[config.mk]
export PLATFORM = sky130hd
export DESIGN_NAME = int_ctrl
export DESIGN_NICKNAME = d
export VERILOG_FILES = /design/src/rtl/int_ctrl_pkg.sv /design/src/rtl/ic_prio_enc.sv /design/src/rtl/int_ctrl.sv
export SDC_FILE = /design/constraint.sdc
export NUM_CORES = 1
export LEC_CHECK = 0
export BUFFER_PORTS_ARGS = -buffer_cell sky130_fd_sc_hd__buf_2
export CORE_MARGIN = 2
export CORE_UTILIZATION = 40
export DETAILED_ROUTE_END_ITERATION = 10
export PLACE_DENSITY = 0.71
export SLEW_MARGIN = 20
export SYNTH_ARGS = -nofsm -noshare
export SYNTH_HDL_FRONTEND = slang
export SYNTH_SLANG_ARGS = --single-unit
[constraint.sdc]
create_clock -name Clk -period 1.4 [get_ports Clk]
set_input_delay 0.28 -clock Clk [delete_from_list [all_inputs] [get_ports Clk]]
set_output_delay 0.28 -clock Clk [all_outputs]
set_load 0.005 [all_outputs]
[src/rtl/int_ctrl_pkg.sv]
// Shared constants for the interrupt controller: register offsets, source indices
// and the nesting mask helper.
package int_ctrl_pkg;

  localparam int unsigned IC_NSRC = 6;

  typedef logic [IC_NSRC-1:0] ic_vec_t;

  localparam logic [1:0] ic_pend   = 2'd0;
  localparam logic [1:0] ic_enable = 2'd1;
  localparam logic [1:0] ic_edge   = 2'd2;
  localparam logic [1:0] ic_isr    = 2'd3;

  localparam int unsigned ic_src_timer0 = 0;
  localparam int unsigned ic_src_timer1 = 1;
  localparam int unsigned ic_src_uart   = 2;
  localparam int unsigned ic_src_ext2   = 3;
  localparam int unsigned ic_src_ext3   = 4;
  localparam int unsigned ic_src_ext4   = 5;

  // Bits strictly above a one-hot; everything when nothing is in service.
  function automatic ic_vec_t ic_above(input ic_vec_t hi_oh, input logic valid);
    if (!valid) return '1;
    return ~(hi_oh | (hi_oh - ic_vec_t'(1)));
  endfunction

endpackage

[src/rtl/ic_prio_enc.sv]
// Fixed-priority encoder: one-hot of the highest set bit plus a valid flag.
module ic_prio_enc
  import int_ctrl_pkg::*;
(
  input  logic [IC_NSRC-1:0] i_vec,
  output logic [IC_NSRC-1:0] o_onehot,
  output logic               o_valid
);

  always_comb begin
    o_onehot = '0;
    for (int i = 0; i < IC_NSRC; i++) begin
      if (i_vec[i]) o_onehot = ic_vec_t'(1) << i;
    end
  end

  assign o_valid = |i_vec;

endmodule

[src/rtl/int_ctrl.sv]
// Interrupt controller: synchronises six requests, latches edge/level pending state,
// masks and prioritises with nesting, and drives registered HWInt[7:2] to CP0.
module int_ctrl
  import int_ctrl_pkg::*;
#(
  parameter logic [5:0] EN_RESET   = 6'b000000,
  parameter logic [5:0] EDGE_RESET = 6'b000000
) (
  input  logic        Clk,
  input  logic        Reset,
  input  logic [5:0]  Irq_in,
  input  logic [1:0]  Addr,
  input  logic        WE,
  input  logic [31:0] WD,
  output logic [31:0] RD,
  input  logic        Int_take,
  output logic [5:0]  HWInt
);

  logic [5:0] r_s1, r_s2, r_s3;
  logic [5:0] r_pend, r_en, r_edge, r_isr, r_hwint;

  logic [5:0] w_rise, w_w1c, w_take_oh, w_take_clr, w_isr_oh, w_eoi_clr;
  logic [5:0] w_pend_d, w_isr_d, w_req;
  logic       w_take_vld, w_isr_vld, w_take, w_eoi;
  logic       w_unused;

  assign w_unused = ^WD[31:6];

  ic_prio_enc u_take_enc (
    .i_vec   (r_hwint),
    .o_onehot(w_take_oh),
    .o_valid (w_take_vld)
  );

  ic_prio_enc u_isr_enc (
    .i_vec   (r_isr),
    .o_onehot(w_isr_oh),
    .o_valid (w_isr_vld)
  );

  assign w_rise     = r_s2 & ~r_s3;
  assign w_take     = Int_take & w_take_vld;
  assign w_take_clr = w_take ? w_take_oh : 6'b0;
  assign w_w1c      = (WE && Addr == ic_pend) ? WD[5:0] : 6'b0;
  assign w_eoi      = WE && Addr == ic_isr;
  assign w_eoi_clr  = w_eoi ? w_isr_oh : 6'b0;

  // Edge bits: a rise beats any same-cycle clear. Level bits just track the line.
  assign w_pend_d = (r_edge & ((r_pend & ~w_w1c & ~w_take_clr) | w_rise))
                  | (~r_edge & r_s2);

  // EOI clears the current level first, then the take marks the new one.
  assign w_isr_d = (r_isr & ~w_eoi_clr) | w_take_clr;

  assign w_req = r_pend & r_en & ic_above(w_isr_oh, w_isr_vld);

  always_ff @(posedge Clk or negedge Reset) begin
    if (!Reset) begin
      r_s1    <= '0;
      r_s2    <= '0;
      r_s3    <= '0;
      r_pend  <= '0;
      r_isr   <= '0;
      r_hwint <= '0;
      r_en    <= EN_RESET;
      r_edge  <= EDGE_RESET;
    end else begin
      r_s1    <= Irq_in;
      r_s2    <= r_s1;
      r_s3    <= r_s2;
      r_pend  <= w_pend_d;
      r_isr   <= w_isr_d;
      r_hwint <= w_req;
      if (WE && Addr == ic_enable) r_en   <= WD[5:0];
      if (WE && Addr == ic_edge)   r_edge <= WD[5:0];
    end
  end

  always_comb begin
    RD = '0;
    unique case (Addr)
      ic_pend:   RD[5:0] = r_pend;
      ic_enable: RD[5:0] = r_en;
      ic_edge:   RD[5:0] = r_edge;
      ic_isr:    RD[5:0] = r_isr;
      default:   RD = '0;
    endcase
  end

  assign HWInt = r_hwint;

endmodule

Word-level counts from Yosys, hierarchy flattened
Index checks and enable logic that the tools add are counted.
- add/subtract/negate cells: 1
- equality and inequality tests: 3
- mux-type cells: 17
- bitwise operators: 19
- reductions and logical operators: 7
- operators by type and width (kind ; count):
    6-bit AND ; 8
    6-bit two-way mux ; 6
    6-bit NOT ; 6
    6-bit bitwise OR ; 4
    6-bit one-hot mux with 4 select lines ; 1
    6-bit OR reduction ; 2
    5-bit two-way mux ; 2
    4-bit two-way mux ; 2
    3-bit two-way mux ; 2
    6-bit by 1-bit subtractor with 6-bit output (second input constant) ; 1
    2-bit == test (second input constant) ; 2
    1-bit logical AND ; 4
    2-bit two-way mux ; 2
    2-bit by 1-bit == test with 1-bit output (second input constant) ; 1
    2-bit zero test ; 1
    1-bit two-way mux ; 2
    1-bit AND ; 1
- register bits after elaboration: 48
- input port bits: 44

Logic depth before layout (Yosys ltp)
- depth in word-level cells: 12
- depth in mapped cells: 4
- mapped depth without buffers: 3

By module
Synthesis repeated with hierarchy kept, for this count alone.
- cell total of the unflattened synthesis: 174
- area, all modules: 2199.6 um^2
- modules (own cells, without submodules) (module ; instances ; cells each ; area each (um^2)):
    int_ctrl ; 1 ; 156 ; 2074.5
    ic_prio_enc ; 2 ; 9 ; 62.6

Worst setup path before layout
No wires, ideal clock.
- path type: register to register
- from: register r_isr[5]
- to: register r_isr[0]
- data arrival time: 1.304 ns
- setup slack: -0.027 ns
- cell stages (with the launch flop): 5
- period minus slack after synthesis: 1.427 ns
- cell sequence: dfrtp_1 -> buf_6 -> or4_4 -> o31ai_2 -> nand2_1
- word-level cells in the longest chain between the ends: 5
- ends and longest elaborated chain (what ; RTL line ; text):
    from (decl) ; int_ctrl.sv:21 ; logic [5:0] r_pend, r_en, r_edge, r_isr, r_hwint;
    from (signal assigned) ; int_ctrl.sv:73 ; r_isr <= w_isr_d;
    6-bit two-way mux ; ic_prio_enc.sv:13 ; if (i_vec[i]) o_onehot = ic_vec_t'(1) << i;
    6-bit two-way mux ; int_ctrl.sv:47 ; assign w_eoi_clr = w_eoi ? w_isr_oh : 6'b0;
    6-bit NOT ; int_ctrl.sv:54 ; assign w_isr_d = (r_isr & ~w_eoi_clr) | w_take_clr;
    6-bit AND ; int_ctrl.sv:54 ;
    6-bit bitwise OR ; int_ctrl.sv:54 ;
    named net w_isr_d[0] ; int_ctrl.sv:24 ; logic [5:0] w_pend_d, w_isr_d, w_req;
The timed path passes the listed nets, and every way through them passes these cells.
A chain may end at the register's enable or synchronous reset.

Worst setup path in the final report
- from: register r_isr[2]
- to: output RD[2]
- word-level cells in the longest chain between the ends: 1
- ends and longest elaborated chain (what ; RTL line ; text):
    6-bit one-hot mux with 4 select lines ; int_ctrl.sv:82 ; unique case (Addr)
    to (decl) ; int_ctrl.sv:15 ; output logic [31:0] RD,
Every way passes these cells.

==> impl_metrics.toml <==
[setup_path]
start_kind = "flip-flop"
worst-setup-path-type = "reg2out"
slowest_stage = "mux4_2"
cp-end-kind = "output pin"
cp.arrival_ns = 1.33
worstPathRequired_ns = 1.12
slowest_delay_ns = 0.49
critPathMaxFanout = 2
worstPathCellList = "mux4_2, buf_2"

[placement]
dp_hpwl_um = 2680
gp_congestion = 0.780
postPlaceCellArea_um2 = 2320
portBuffers = 29

[logic_synthesis]
async_flop_share = 1.00
synth_seq_cells = 48
synth_area_um2 = 2040
ys_types = 28
synthTopCellsByArea = "dfrtp_1 59%, buf_4 9.9%, mux2_2 6.6%"
synth_edf_count = 0
synth_adder_area_share = 0
syn_avg_cell_area_um2 = 13.1
synth-main-ff-cell = "dfrtp_1"
yosysTopAreaCell = "dfrtp_1"
synth_top_family_by_area = "multiplexers"
syn_inst = 155
synthXorXnorAreaFrac = 0
synth_top_area_share = 0.589
yosysWarnings = 0
synthMuxAreaShare = 0.134
synth_compound_area_frac = 0.0669
synth.yosys.seq_area_share = 0.589
synth-simple-area-share = 0.100

[final_layout]
design_area_um2 = 2560
finish.utilization = 0.532
register_area_um2 = 1200
multi_input_comb_area_um2 = 738
fillers = 449
layout-drive-gt1-share = 0.430
syn_to_final_growth_pct = 25.7
nets = 266
diodes = 0

[timing]
fin_ws_ns = -0.211
setup_viol = 8
fin_worst_skew_ns = 0.00873
period_needed_ns = 1.61
grt_setup_unrepaired = "yes"
hold_viol_final = 0
max_freq_mhz = 621
maxSlewViolCount = 0
post-route-period-util = 1.15

[worst_hold_path]
hold_path.class = "in2reg"

[die]
die_h_um = 75.4
die_x_um = 75.4
start_util = 0.423
rows = 25
io_pins = 82
dieArea_um2 = 5680
coreArea_um2 = 4820

[global_route]
grt_pass1_vias = 1298
grt_max_degree = 49
gr-usage-all-layers = 0.152
grt_pass1_wl_um = 6220
antenna_found_initial = 0
grt-ovfl-total = 0

[detailed_routing]
wirelength_um = 3910
drt-vias-per-instance = 4.68
drt_iter0_markers = 76
drt.antenna.violating_nets = 0
drt_pass1_iterations = 4
via_count = 1357
drcViolationCount = 0
wl_per_cell_um = 13.5

[clock_network]
cts.sinks = 48
cts_max_level = 2
clockRootBuffer = "clkbuf_8"
cts_buffers = 5
clock_latency_ns = 0.30
clk_path_buf_depth = 2
tritoncts = "done"
clkSlewWorstSetupHoldPaths_ns = 0.08

[outcome]
violations = "setup timing"
status = "complete, but fails checks"

[flow_run]
max_cap_viol_count = 0

[pwr]
p_total_mw = 3.72
p_leak_nw = 1.26
p_per_area_nw_per_um2 = 1450
vdd_ir_drop_max_mv = 0.740
==> cell usage in the layout (no fill, tap or decap), drive strengths merged, types with 3 or more instances in the layout <==
master,netlist,final
dfrtp,48,48
nand3b,4,4
mux2,12,12
clkbuf,0,6
conb,1,26
a22o,5,5
buf,29,63
nor2,3,3
mux4,6,6
nand2,24,24
a21oi,4,4
==> final cells by class <==
class	count	share of cell area
Sequential cell	48	0.469
Clock buffer	6	0.0322
Timing Repair Buffer	64	0.174
Multi-Input combinational cell	103	0.288
Clock inverter	2	0.00391
Tap cell	67	0.0327
==> sequential cells by signal, summed over array words and instances (netlist names) <==
name	cells
r_s3	6
r_s2	6
r_edge	6
r_pend	6
r_s1	6
HWInt	6
r_isr	6
r_en	6
==> synthesized netlist by cell type, drive strengths merged, types with 2 or more instances <==
master / instances
a21oi: 4
a22o: 5
buf: 29
dfrtp: 48
mux2: 12
mux4: 6
nand2: 24
nand3: 2
nand3b: 4
nor2: 3
nor3: 2
nor3b: 2
nor4: 2
o21ai: 2
o31ai: 2
==> power by group <==
group / leakage, nW / switching [mW] / internal (mW)
clock: 0.0510 / 0.432 / 0.394
sequential: 0.578 / 0.151 / 1.62
combinational: 0.629 / 0.485 / 0.632
total: 1.26 / 1.07 / 2.65
==> routing by layer <==
| layer | track usage | part of all wire | vias to the layer above |
|---|---|---|---|
| met5 | 0 | 0 | - |
| met4 | 0.0526 | 0.0092 | 0 |
| met3 | 0.0516 | 0.077 | 4 |
| met2 | 0.245 | 0.50 | 59 |
| met1 | 0.192 | 0.41 | 664 |
| li1 | - | - | 630 |
==> worst max-delay path, delay by kind of cell (launching register included) <==
kind | cells | cell delay (ns)
buffers and inverters | 1 | 0.14
DFF | 1 | 0.40
muxes | 1 | 0.49
==> metrics by stage <==
step,worst slack [ns],std cells,hold WS [ns],setup TNS (ns)
after floorplan,0.0247,180,-0.0156,0
after global placement,-0.0909,267,0.281,-0.380
after detailed placement,-0.0955,267,0.282,-0.430
after CTS,-0.226,288,0.0710,-1.34
after global routing,-0.255,290,0.0658,-1.69
final,-0.211,290,0.0801,-1.30
==> repair_timing <==
action,CTS,global route
pin swaps,1,3
buffers inserted,12,2
hold endpoints to repair,48,0
gates cloned,0,0
gates resized for setup,5,4
hold buffers,1,0
setup endpoints to repair,7,12
==> cell families after synthesis <==
group,count (synthesis)
and+or+nand+nor,41
AOI/OAI and AO/OA,18
buffers and inverters,29
other,1
DFF,48
muxes,18
==> worst paths after layout <==
check | startpoint | endpoint | slack (ns) | cells after the start
setup reg to reg | r_isr[4] | r_isr[0] | -0.12 | 4
max in group asynchronous | Reset | r_isr[1] | 0.71 | 3
hold reg to reg | r_s1[4] | r_s2[4] | 0.35 | 0
min in group asynchronous | Reset | r_s1[3] | 0.48 | 3
hold / removal | Irq_in[1] | r_s1[1] | 0.08 | 1
setup / recovery | r_isr[2] | RD[2] | -0.21 | 2
(Power assumes the default switching activity.)
